### src/rtl/ssr6_to_ssr4_gearbox.sv
// 6-samples/clock (2-of-3 duty) to continuous 4-samples/clock converter.
// Occupancy-tracked 24-sample ring with priming, sticky underflow/overflow flags.
module ssr6_to_ssr4_gearbox #(
    parameter int NBITS       = 13,
    parameter int DEPTH       = 24,
    parameter int PRIME_LEVEL = 8
) (
    input  logic               clk_i,
    input  logic               rst_ni,
    input  logic               ce_i,
    input  logic [6*NBITS-1:0] dat_i,
    output logic [4*NBITS-1:0] dat_o,
    output logic               valid_o,
    output logic               underflow_o,
    output logic               overflow_o
);

    localparam int PTR_W = $clog2(DEPTH);
    localparam logic [PTR_W-1:0] WR_LAST = PTR_W'(DEPTH - 6);
    localparam logic [PTR_W-1:0] RD_LAST = PTR_W'(DEPTH - 4);
    localparam logic [5:0] OCC_WR_MAX = 6'(DEPTH - 6);
    localparam logic [5:0] PRIME_OCC  = 6'(PRIME_LEVEL);

    typedef enum logic {
        PRIME,
        RUN
    } state_t;

    state_t             state_q, state_d;
    logic [NBITS-1:0]   ring_q [DEPTH];
    logic [NBITS-1:0]   ring_d [DEPTH];
    logic [PTR_W-1:0]   wr_q, wr_d, rd_q, rd_d;
    logic [5:0]         occ_q, occ_d, occ_rd;
    logic [4*NBITS-1:0] dat_q, dat_d, rd_word;
    logic               valid_q, valid_d;
    logic               underflow_q, underflow_d;
    logic               overflow_q, overflow_d;
    logic               rd_en, wr_en, ovf;

    // Entry gi belongs to write slot gi/6, lane gi%6; wr only lands on slot starts.
    for (genvar gi = 0; gi < DEPTH; gi++) begin : g_ring_wr
        localparam int LANE = gi % 6;
        localparam logic [PTR_W-1:0] SLOT = PTR_W'(gi - LANE);
        assign ring_d[gi] = (wr_en && (wr_q == SLOT)) ? dat_i[LANE*NBITS +: NBITS]
                                                      : ring_q[gi];
    end

    for (genvar gi = 0; gi < 4; gi++) begin : g_ring_rd
        assign rd_word[gi*NBITS +: NBITS] = ring_q[rd_q + PTR_W'(gi)];
    end

    always_comb begin
        rd_en  = (state_q == RUN) && (occ_q >= 6'd4);
        occ_rd = rd_en ? (occ_q - 6'd4) : occ_q;
        // Overflow is judged after this cycle's read has freed its space.
        ovf    = ce_i && (occ_rd > OCC_WR_MAX);
        wr_en  = ce_i && !ovf;
        occ_d  = wr_en ? (occ_rd + 6'd6) : occ_rd;

        wr_d = wr_q;
        if (wr_en) begin
            wr_d = (wr_q == WR_LAST) ? '0 : (wr_q + PTR_W'(6));
        end
        rd_d = rd_q;
        if (rd_en) begin
            rd_d = (rd_q == RD_LAST) ? '0 : (rd_q + PTR_W'(4));
        end

        state_d = state_q;
        case (state_q)
            PRIME:   if (occ_d >= PRIME_OCC) state_d = RUN;
            RUN:     if (!rd_en) state_d = PRIME;
            default: state_d = PRIME;
        endcase

        valid_d     = rd_en;
        dat_d       = rd_en ? rd_word : '0;
        underflow_d = underflow_q | ((state_q == RUN) && !rd_en);
        overflow_d  = overflow_q | ovf;
    end

    always_ff @(posedge clk_i) begin
        if (!rst_ni) begin
            state_q     <= PRIME;
            wr_q        <= '0;
            rd_q        <= '0;
            occ_q       <= '0;
            dat_q       <= '0;
            valid_q     <= 1'b0;
            underflow_q <= 1'b0;
            overflow_q  <= 1'b0;
        end else begin
            state_q     <= state_d;
            wr_q        <= wr_d;
            rd_q        <= rd_d;
            occ_q       <= occ_d;
            dat_q       <= dat_d;
            valid_q     <= valid_d;
            underflow_q <= underflow_d;
            overflow_q  <= overflow_d;
        end
    end

    // Ring contents need no reset: occupancy guards every read.
    always_ff @(posedge clk_i) begin
        ring_q <= ring_d;
    end

    assign dat_o       = dat_q;
    assign valid_o     = valid_q;
    assign underflow_o = underflow_q;
    assign overflow_o  = overflow_q;

endmodule

### config.mk
export PLATFORM = sky130hd
export DESIGN_NAME = ssr6_to_ssr4_gearbox
export DESIGN_NICKNAME = d
export VERILOG_FILES = /design/src/rtl/ssr6_to_ssr4_gearbox.sv
export SDC_FILE = /design/constraint.sdc
export NUM_CORES = 1
export LEC_CHECK = 0
export ABC_CLOCK_PERIOD_IN_PS = 12470
export BUFFER_PORTS_ARGS = -buffer_cell sky130_fd_sc_hd__clkbuf_2
export CORE_ASPECT_RATIO = 0.6
export CORE_MARGIN = 2
export CORE_UTILIZATION = 55
export DETAILED_ROUTE_END_ITERATION = 6
export GPL_ROUTABILITY_DRIVEN = 0
export PLACE_DENSITY = 0.84
export RECOVER_POWER = 100
export SETUP_SLACK_MARGIN = 0.1
export SYNTH_ARGS = -nofsm -noshare
export SYNTH_HDL_FRONTEND = slang
export SYNTH_SLANG_ARGS = --single-unit
### constraint.sdc
create_clock -name clk_i -period 12.47 [get_ports clk_i]
set_clock_uncertainty 0.15 [all_clocks]
set_input_delay 1.247 -clock clk_i [delete_from_list [all_inputs] [get_ports clk_i]]
set_output_delay 1.247 -clock clk_i [all_outputs]
set_load 0.05 [all_outputs]
==> results.json <==
{
  "result_of_the_run": "finished, violations left",
  "failing_checks": "max-capacitance violations, max-slew violations",
  "post_drt_wl_per_cell_um": 22.6,
  "timing_worst_slew_pin_value_ns": 4.59,
  "synthFlopType": "sky130_fd_sc_hd__edfxtp_1",
  "tritoncts_sink_count": 380,
  "synth_seq_area_share_pct": 77.4,
  "dp_hpwl_um": 16500,
  "resized_cells_post_cts": 0,
  "port_buffers": 135,
  "fin_ws_ns": 4.54,
  "worstPathMaxFanout": 57,
  "clk_latency_ns": 0.57,
  "drc_violation_total_after_the_first_tritonroute_iteration": 681,
  "area_growth_syn_to_layout_pct": 13.3,
  "clk_buf_depth": 3,
  "grt_max_degree": 79,
  "multi_input_area_um2": 2920,
  "initial_core_util_pct": 56.6,
  "worst_ir_drop_vdd_v": 0.000180,
  "placed_area_um2": 14900,
  "critical_path_buf_inv_count": 3,
  "grt_util_all_layers_pct": 20.8,
  "min_path_type": "flop to flop",
  "pre_cts_ws_ns": 7.98,
  "detailroute.via_count": 7133,
  "vias_per_cell": 5.89,
  "slowest_stage": "sky130_fd_sc_hd__clkbuf_1",
  "floorplan.core_area_um2": 24500,
  "grt_pass1_vias": 7136,
  "layout.cells.most_common": "sky130_fd_sc_hd__edfxtp_1",
  "fp-row-count": 44,
  "count_of_pins_over_their_slew_limit": 323,
  "p_leak_nw": 4.99,
  "period_share_pct": 63.6,
  "slowest_delay_ns": 2.50,
  "post_synth.cell_area_avg_um2": 19.2,
  "power_density_nw_per_um2": 215,
  "cts_hold_repair.buffers": 0,
  "drv_cap": 5,
  "postSynthNetCount": 809,
  "design.die.area_um2": 26500,
  "number_of_warning_messages_in_the_yosys_log": 0,
  "required_ns": 12.41,
  "antennaDiodeCount": 0,
  "path_clk_slew_ns": 0.07,
  "endpoint_kind": "flop",
  "ys_types": 48,
  "number_of_hold_slack_violations_in_the_final_timing_report": 0,
  "synth-seq-cells": 380,
  "layout_common_cells": "sky130_fd_sc_hd__edfxtp_1, sky130_fd_sc_hd__clkbuf_1, sky130_fd_sc_hd__dfxtp_1, sky130_fd_sc_hd__nor2_1",
  "tmin_final_ns": 7.93,
  "regArea_um2": 10700,
  "cts_setup_buffers": 0,
  "cts.root.buffer_cell": "sky130_fd_sc_hd__clkbuf_16",
  "cts_htree_levels": 1,
  "fmax_mhz": 126,
  "remaining_drc_errors": 0,
  "wire_length_of_the_first_global_routing_pass_um": 42100,
  "gate_count_after_technology_mapping": 722,
  "number_of_antenna_violations_at_the_first_check_in_global_routing": 0,
  "tritoncts": "done",
  "finish.instance_area_um2": 15700,
  "ioPinCount": 136,
  "ys_async_sr_fraction_pct": 0,
  "layout-drive-gt1-share_pct": 19.0,
  "startpoint_type": "flop",
  "die-height_um": 127,
  "num-fill-cells": 1682,
  "setup-tns-final_ns": 0,
  "drtAntennaViolNets": 0,
  "final-setup-viol-count": 0,
  "synth_enable_flop_cells": 312,
  "timing.max_slew.rel_slack_pct": -206,
  "critical_path.cell_chain": "inv_1 -> ha_1 -> or3b_1 -> a31oi_1 -> nor2_1 -> xnor2_1 -> ha_1 -> a21oi_1 -> o21ai_0 -> nand2_4 -> nor4_1 -> clkbuf_1 -> clkbuf_1",
  "timing_worst_setup_path_type": "flop to flop",
  "top_family_by_delay_on_critical_path": "buffers and inverters",
  "die-width_um": 209,
  "worst_ep_arrival_time_ns": 7.87,
  "cts_buffers": 31,
  "rsz0062_at_grt": "no",
  "synth_area_um2": 13900,
  "dr.pass1.iters": 5,
  "drt_wl_total_um": 27400,
  "grt_overflow": 0,
  "finalCoreUtilization_pct": 64.1,
  "finalHoldWorstSlack_ns": 0.330,
  "net_count_reported_at_finish": 952
}
## worst paths after layout
| check | endpoint | slack, ns | from | cells after the start |
|---|---|---|---|---|
| worst min register to register | underflow_o | 0.33 | underflow_o | 2 |
| worst max register to register | ring_q[151] | 4.54 | occ_q[2] | 13 |
| worst max-delay path | ring_q[151] | 4.54 | occ_q[2] | 13 |
| worst min-delay path | underflow_o | 0.33 | underflow_o | 2 |
## cell type report
cell class | instances | share of cell area [%]
sequential | 380 | 68.3
clock inverter | 17 | 1.05
multi-input combinational | 293 | 18.6
inverter | 12 | 0.287
tap | 322 | 2.56
timing repair buffer | 147 | 3.65
clock buffer | 40 | 5.53
## report_power, final
| group | leakage [nW] | total, W | switching (W) | internal [W] |
|---|---|---|---|---|
| sequential | 3.39 | 0.00165 | 0.0000688 | 0.00158 |
| clock | 0.516 | 0.000979 | 0.000425 | 0.000554 |
| combinational | 1.09 | 0.000746 | 0.000443 | 0.000304 |
## through the flow
| stage | std cells | power (W) |
|---|---|---|
| 2_1_floorplan | 722 | 0.00227 |
| 3_3_place_gp | 1154 | 0.00241 |
| 3_5_place_dp | 1154 | 0.00243 |
| 4_1_cts | 1211 | 0.00341 |
| 5_1_grt | 1211 | 0.00352 |
| 6_report | 1211 | 0.00337 |
## tightest hold or removal path, cell delays in order, from the launching register on
cell	delay, ns
sky130_fd_sc_hd__dfxtp_1	0.34
sky130_fd_sc_hd__a21oi_1	0.05
sky130_fd_sc_hd__nor2_1	0.07
## synth_stat cells (all sizes together), types with 7 or more instances
cell type	n	area share [%]
a21oi	7	0.25
o21ai	7	0.33
edfxtp	312	68
nor2	62	1.7
inv	11	0.30
clkbuf	27	0.73
nand2	11	0.35
a31oi	7	0.42
a22oi	52	2.8
buf	10	0.35
mux2	52	4.2
dfxtp	68	9.8
mux4	52	8.4
## logic make-up after synthesis
| group | share of synthesized area, % |
|---|---|
| xor+xnor | 0.126 |
| flops | 77.4 |
| simple gates | 3.19 |
| fa+ha+maj | 0.541 |
| buf+inv | 1.41 |
| compound gates | 4.57 |
| mux | 12.8 |
## sequential cells by signal, summed over array words and instances, names as in the netlist
| signal | flops |
|---|---|
| underflow_o | 1 |
| state_q | 1 |
| ring_q | 312 |
| rd_q | 3 |
| valid_o | 1 |
| occ_q | 5 |
| dat_o | 52 |
| wr_q | 4 |
| overflow_o | 1 |
## routing by layer
| metal | GRT usage, % | vias to the layer above | wire length (um) |
|---|---|---|---|
| met5 | 0 | - | 0 |
| met4 | 4.71 | 0 | 502 |
| met3 | 5.06 | 40 | 2260 |
| met2 | 31.8 | 326 | 12600 |
| met1 | 30.9 | 3610 | 12000 |
| li1 | - | 3157 | - |
No activity file was read; power rests on OpenSTA's default activity.
